`src/rtl/polyphase_decim2_fir.sv`:
```
// Decimate-by-2 polyphase FIR: even/odd sub-filters share one serial MAC, full-precision result.
// Latency 2*TAPS+1 cycles from capture; pairs arriving mid-MAC are dropped and flagged in sticky OVF.
module polyphase_decim2_fir #(
  parameter int BW   = 6,
  parameter int CW   = 6,
  parameter int TAPS = 4,
  parameter int AW   = BW + CW + $clog2(2*TAPS)
) (
  input  logic                        CLK,
  input  logic                        RES,
  input  logic                        IN_VALID,
  input  logic signed [BW-1:0]        IN1,
  input  logic signed [BW-1:0]        IN2,
  input  logic                        COEF_WE,
  input  logic [$clog2(2*TAPS)-1:0]   COEF_ADDR,
  input  logic signed [CW-1:0]        COEF_DATA,
  output logic signed [AW-1:0]        OUT,
  output logic                        OUT_VALID,
  output logic                        BUSY,
  output logic                        OVF
);

  localparam int IW = $clog2(2*TAPS);
  localparam int PW = BW + CW;

  typedef enum logic [1:0] {IDLE, MAC, DUMP} state_t;

  state_t                state_q;
  logic [IW-1:0]         idx_q;
  logic signed [AW-1:0]  acc_q;
  logic signed [AW-1:0]  out_q;
  logic                  out_vld_q;
  logic                  ovf_q;
  logic signed [BW-1:0]  e_q [TAPS];
  logic signed [BW-1:0]  o_q [TAPS];
  logic signed [CW-1:0]  c_q [2*TAPS];

  logic                  capture;
  logic                  coef_wr;
  logic signed [BW-1:0]  samp_d;
  logic signed [CW-1:0]  coef_d;
  logic signed [PW-1:0]  prod_d;
  logic signed [AW-1:0]  prod_ext_d;

  // Coefficients and delay lines are frozen while the MAC is walking them.
  assign capture = IN_VALID && (state_q != MAC);
  assign coef_wr = COEF_WE && (state_q != MAC);

  always_comb begin
    samp_d = '0;
    coef_d = '0;
    for (int k = 0; k < TAPS; k++) begin
      if (idx_q == IW'(k))        samp_d = e_q[k];
      if (idx_q == IW'(k + TAPS)) samp_d = o_q[k];
    end
    for (int k = 0; k < 2*TAPS; k++) begin
      if (idx_q == IW'(k)) coef_d = c_q[k];
    end
    prod_d     = PW'(samp_d) * PW'(coef_d);
    prod_ext_d = AW'(prod_d);
  end

  always_ff @(posedge CLK or negedge RES) begin
    if (!RES) begin
      state_q   <= IDLE;
      idx_q     <= '0;
      acc_q     <= '0;
      out_q     <= '0;
      out_vld_q <= 1'b0;
      ovf_q     <= 1'b0;
      for (int k = 0; k < TAPS; k++) begin
        e_q[k] <= '0;
        o_q[k] <= '0;
      end
      for (int k = 0; k < 2*TAPS; k++) begin
        c_q[k] <= '0;
      end
    end else begin
      out_vld_q <= 1'b0;

      if (coef_wr) begin
        for (int k = 0; k < 2*TAPS; k++) begin
          if (COEF_ADDR == IW'(k)) c_q[k] <= COEF_DATA;
        end
      end

      if (capture) begin
        e_q[0] <= IN1;
        o_q[0] <= IN2;
        for (int k = 1; k < TAPS; k++) begin
          e_q[k] <= e_q[k-1];
          o_q[k] <= o_q[k-1];
        end
      end

      case (state_q)
        IDLE: begin
          if (IN_VALID) begin
            acc_q   <= '0;
            idx_q   <= '0;
            state_q <= MAC;
          end
        end
        MAC: begin
          acc_q <= acc_q + prod_ext_d;
          idx_q <= idx_q + IW'(1);
          if (IN_VALID) ovf_q <= 1'b1;
          if (idx_q == IW'(2*TAPS - 1)) state_q <= DUMP;
        end
        DUMP: begin
          out_q     <= acc_q;
          out_vld_q <= 1'b1;
          if (IN_VALID) begin
            acc_q   <= '0;
            idx_q   <= '0;
            state_q <= MAC;
          end else begin
            state_q <= IDLE;
          end
        end
        default: state_q <= IDLE;
      endcase
    end
  end

  assign OUT       = out_q;
  assign OUT_VALID = out_vld_q;
  assign BUSY      = (state_q == MAC);
  assign OVF       = ovf_q;

endmodule

```
`config.mk`:
```
export PLATFORM = sky130hd
export DESIGN_NAME = polyphase_decim2_fir
export DESIGN_NICKNAME = d
export VERILOG_FILES = /design/src/rtl/polyphase_decim2_fir.sv
export SDC_FILE = /design/constraint.sdc
export NUM_CORES = 1
export LEC_CHECK = 0
export ABC_AREA = 1
export CORE_UTILIZATION = 66
export CTS_BUF_LIST = sky130_fd_sc_hd__clkbuf_4 sky130_fd_sc_hd__clkbuf_8 sky130_fd_sc_hd__clkbuf_16
export DETAILED_ROUTE_END_ITERATION = 10
export GPL_TIMING_DRIVEN = 0
export PLACE_DENSITY = 0.86
export SYNTH_ARGS = -nofsm -noshare
export SYNTH_HDL_FRONTEND = slang
export SYNTH_SLANG_ARGS = --single-unit
```
`constraint.sdc`:
```
create_clock -name CLK -period 14.8 [get_ports CLK]
set_clock_uncertainty 0.2 [all_clocks]
set_input_delay 2.22 -clock CLK [delete_from_list [all_inputs] [get_ports CLK]]
set_output_delay 2.22 -clock CLK [all_outputs]
set_load 0.05 [all_outputs]
```
# Word-level counts from Yosys, hierarchy flattened
# Index checks and enable logic that the tools add are counted.
# totals
register_bits,133
latch_bits,0
mem_bits_rw,0
mem_bits_ro,0
output_inout_bits,18
wordCells,88
memories,0
# classes
addsub,2
n_mul,1
div,0
n_lt_le_gt_ge,0
eq_ne,20
n_shift,0
mux,25
n_bitwise,0
reduce_logical,18
# ops
cell,n
6-bit two-way mux,16
15-bit one-hot mux with 2 select lines,1
"3-bit == test, second input constant",8
2-bit AND reduction,11
15-bit by 12-bit adder with 15-bit output,1
15-bit two-way mux,1
"3-bit by 2-bit == test with 1-bit output, second input constant",4
6-bit by 6-bit multiplier with 12-bit output,1
"3-bit by 1-bit == test with 1-bit output, second input constant",2
3-bit logical NOT,2
"2-bit by 1-bit != test with 1-bit output, second input constant",3
2-bit one-hot mux with 3 select lines,1
3-bit one-hot mux with 2 select lines,1
2-bit two-way mux,2
"3-bit by 1-bit adder with 3-bit output, second input constant",1
3-bit two-way mux,1
"2-bit by 1-bit == test with 1-bit output, second input constant",1
"2-bit == test, second input constant",1
1-bit logical AND,2
2-bit logical NOT,1
1-bit two-way mux,2
"2-bit != test, second input constant",1
2-bit nonzero test,1
2-bit OR reduction,1

# Logic depth before layout (Yosys ltp)
# depth
word_depth,12
depth_mapped,34

# Worst setup path after synthesis
# No wires, ideal clock.
# synth_path
kind,register -> register
start,reg idx_q[2]
end,reg acc_q[14]
setup_ns,0.122
arrival_ns,5.074
required_time_ns,14.478
setup_slack_ns,9.404
stages_incl_launch_ff,31
n_path_buf,3
synth_period_minus_slack_ns,5.396
cell_sequence,dfrtp_1 buf_6 inv_4 buf_6 ha_1 inv_1 buf_2 nand2_1 inv_1 nand2_1 nand2_1 nand2_1 nand2_1 nand2_1 a21oi_2 nand2_1 fa_1 fa_1 inv_1 fa_1 inv_1 fa_1 inv_1 ha_1 inv_1 nor3_1 nand3_1 nand3_1 nand2_1 nand3_1 nand2_1
# synth_via
elab_chain_cells,12
word_cells_on_any_way,27
# synth_rtl
item,line,rtl
from (decl),29,logic [IW-1:0] idx_q;
from (signal assigned),106,idx_q <= idx_q + IW'(1);
3-bit logical NOT,"53, 57",
6-bit two-way mux (on tied branches),"53, 57",
6-bit two-way mux (on tied branches),"54, 57",
6-bit two-way mux (on tied branches),"53, 57",
6-bit two-way mux (on tied branches),"54, 57",
6-bit two-way mux (on tied branches),"53, 57",
6-bit two-way mux (on tied branches),"54, 57",
6-bit two-way mux (on tied branches),"53, 57",
6-bit two-way mux (on tied branches),"54, 57",
6-bit by 6-bit multiplier with 12-bit output *,59,prod_d = PW'(samp_d) * PW'(coef_d);
15-bit by 12-bit adder with 15-bit output *,105,acc_q <= acc_q + prod_ext_d;
15-bit one-hot mux with 2 select lines *,96,case (state_q)
to (signal assigned),105,
to (decl),30,logic signed [AW-1:0] acc_q;
# Mark *: on every way between the ends. The rest lies on a longest branch, timed or not.
# A chain may end at the register's enable or synchronous reset.

# Final worst setup path
# Ends and elaborated chain as after synthesis.

==> flow_summary.ini <==
[run]
drv_cap = 0

[worst_setup_path]
slowest_stage = fa_1
crit_arrival_ns = 6.30
start_kind = flop
path_class = reg -> reg
critical_path_required_ns = 14.92
rrSetupSlack_ns = 8.62
critPathMaxFanout = 10
critPathMostFrequentCell = nand2_1
r2r-end = acc_q[14]
crit_path_end_kind = flop
rr_worst_depth = 29
reg2reg_from = idx_q[2]
critical-path-max-stage-delay_ns = 0.68

[die]
io_pins = 43
die_w_um = 115
dieArea_um2 = 13200
core_area_um2 = 12200
initial_core_util_pct = 69.1
fp-row-count = 40
die_y_um = 115

[routing]
vias = 7309
drtPass1Iterations = 8
avgRoutedWirePerCell_um = 15.8
viasPerCell = 5.50
drc = 0
finalWirelength_um = 21000
drtAntennaViolNets = 0
drt_first_iter_violations = 780

[global_route]
overflow = 0
first_global_vias = 7365
antenna_found_initial = 0
grt_pass1_wl_um = 34900
grt_max_degree = 103
grt_util_all_layers_pct = 34.9

[timing]
finalSetupTns_ns = 0
drv_slew = 0
grt_setup_unrepaired = false
setup_violations = 0
fin_crit_sh_pct = 41.8
fmax_mhz = 162
fin_crit_ns = 6.18
slew_headroom_pct = 47.6
hold_viol_final = 0
tightest_slew_ns = 0.787

[clock_tree]
clk_pin_slew_worst_paths_ns = 0.07
clockBufferDepth = 2
cts.repair.resized = 0
clock-sinks = 133
insertion_delay_ns = 0.43
post_cts_buffers = 0
root_buffer = clkbuf_16
cts_tree = built
cts_hold_buf = 0
cts_htree_levels = 4
numCtsBuffers = 17

[final_layout]
final_util_pct = 79.4
area_delta_synth_final_pct = 15.0
seqCellArea_um2 = 3330
layout.nets = 1256
diodes = 0
multi_input_area_um2 = 4120
drive_gt1_share_pct = 7.06
fill_cells = 854

[yosys]
ys_ff_latch = 133
netlist_area_um2 = 8440
syn_area_per_cell_um2 = 7.76
synth_cell_types = 33
synthCells = 1087
synthXorXnorAreaFrac_pct = 0.415
synthAdderAreaFrac_pct = 15.9
synthMuxAreaShare_pct = 0.400
synth_compound_area_share_pct = 10.9
synth_top_family_by_area = simple AND/OR/NAND/NOR gates
yosysWarnings = 0
syn_nets = 1194
yosys.area_share.simple_pct = 21.1
seq_area_frac_synth_pct = 39.5

[worst_hold_path]
holdPathEnd = OVF
hold_class = reg -> reg
hp-start = OVF
holdPathStages = 1

[place]
io_buffers = 42
routabilityCongestion = 0.944
dp_hpwl_um = 14400

[outcome]
status = complete, no violations
==> sequential cells by signal (all words and copies together), names as in the netlist <==
signal	flops
c_q	48
OUT	15
e_q	24
state_q	2
idx_q	3
acc_q	15
OVF	1
o_q	24
OUT_VALID	1
==> cells in the final DEF (no fill, tap or decap), types with 7 or more instances in the layout <==
cell type	synthesis	final
ha_1	40	40
o21ai_1	17	17
a21oi_1	38	38
o21ai_0	95	95
nand4_1	8	8
dfrtp_1	133	133
clkdlybuf4s50_1	0	41
fa_1	42	42
nor2_1	84	84
nand2_1	289	289
clkbuf_1	17	17
clkbuf_16	0	17
inv_1	205	205
a21oi_2	7	7
o22ai_1	7	7
nand3_1	48	48
buf_2	14	14
==> synthesized netlist by cell type <==
library cell,instances,share of area [%]
inv_4,1,0.074
buf_4,4,0.36
a21oi_2,7,0.73
inv_2,5,0.22
or2_2,1,0.074
nand2_2,5,0.37
inv_1,205,9.1
clkbuf_1,17,0.76
a21oi_1,38,2.3
nor3_1,5,0.30
ha_1,40,5.9
a21boi_0,1,0.089
xnor2_1,3,0.31
nand3_1,48,2.8
o21a_1,1,0.089
o21ai_0,95,5.6
o21ai_1,17,1.0
o22ai_1,7,0.52
a31oi_1,2,0.15
o21bai_1,2,0.18
nor2_2,3,0.22
a21o_1,1,0.089
buf_6,3,0.40
nor2_1,84,3.7
nand4_1,8,0.59
buf_2,14,0.83
dfrtp_1,133,39
nand2_1,289,13
fa_1,42,10
mux2_2,3,0.40
nor2_4,1,0.13
a21oi_4,1,0.19
xor2_1,1,0.10
==> per-stage QoR <==
stage | hold slack (ns) | instances | instance area (µm²) | setup slack, ns
after floorplan | 0.251 | 1087 | 8440 | 9.40
after global placement | 0.238 | 1297 | 9070 | 6.18
after detailed placement | 0.248 | 1298 | 9090 | 8.81
after CTS | 0.263 | 1330 | 9700 | 8.65
after global routing | 0.281 | 1330 | 9700 | 8.29
final | 0.261 | 1330 | 9700 | 8.62
==> worst max-delay path: cells and delay by family, from the launching register on <==
family | cells | cell delay (ns)
AO/OA/AOI/OAI | 1 | 0.24
adder cells (fa/ha/maj) | 6 | 2.97
buffers and inverters | 9 | 0.99
flip-flops | 1 | 0.39
AND/OR/NAND/NOR | 13 | 1.30
==> metal layers <==
metal | up-vias | share of wire, % | GRT usage [%] | wire (µm)
met2 | 266 | 52 | 61.6 | 10900
met4 | 0 | 3.5 | 16.1 | 733
li1 | 3468 | - | - | -
met1 | 3508 | 39 | 41.1 | 8220
met3 | 67 | 5.4 | 7.17 | 1140
met5 | - | 0 | 0 | 0
==> worst max path at each step <==
stage | startpoint | to | depth (start not counted)
2_1_floorplan | idx_q[2] | acc_q[14] | 30
3_3_place_gp | RES | o_q[19] | 1
3_5_place_dp | idx_q[2] | acc_q[14] | 30
4_1_cts | idx_q[2] | acc_q[14] | 29
5_1_grt | idx_q[1] | acc_q[13] | 24
6_report | idx_q[2] | acc_q[14] | 29
==> logic make-up (layout without fill, tap and decap cells) <==
logic type | after synthesis | after routing
flops | 133 | 133
simple gates | 444 | 444
mux | 3 | 3
fa+ha+maj | 82 | 82
compound gates | 172 | 172
buf+inv | 249 | 324
xor+xnor | 4 | 4
==> area by class of cell <==
class                           instances  area share [%]
Clock buffer                           18            4.53
Sequential cell                       133            34.3
Multi-Input combinational cell        705            42.4
Tap cell                              168            2.17
Inverter                              211            8.19
Buffer                                 38            2.04
Clock inverter                         14            1.69
Timing Repair Buffer                   43            4.63
Power is not shown: default switching activity piles up to over one toggle a cycle in this logic, so the estimate is an artifact.
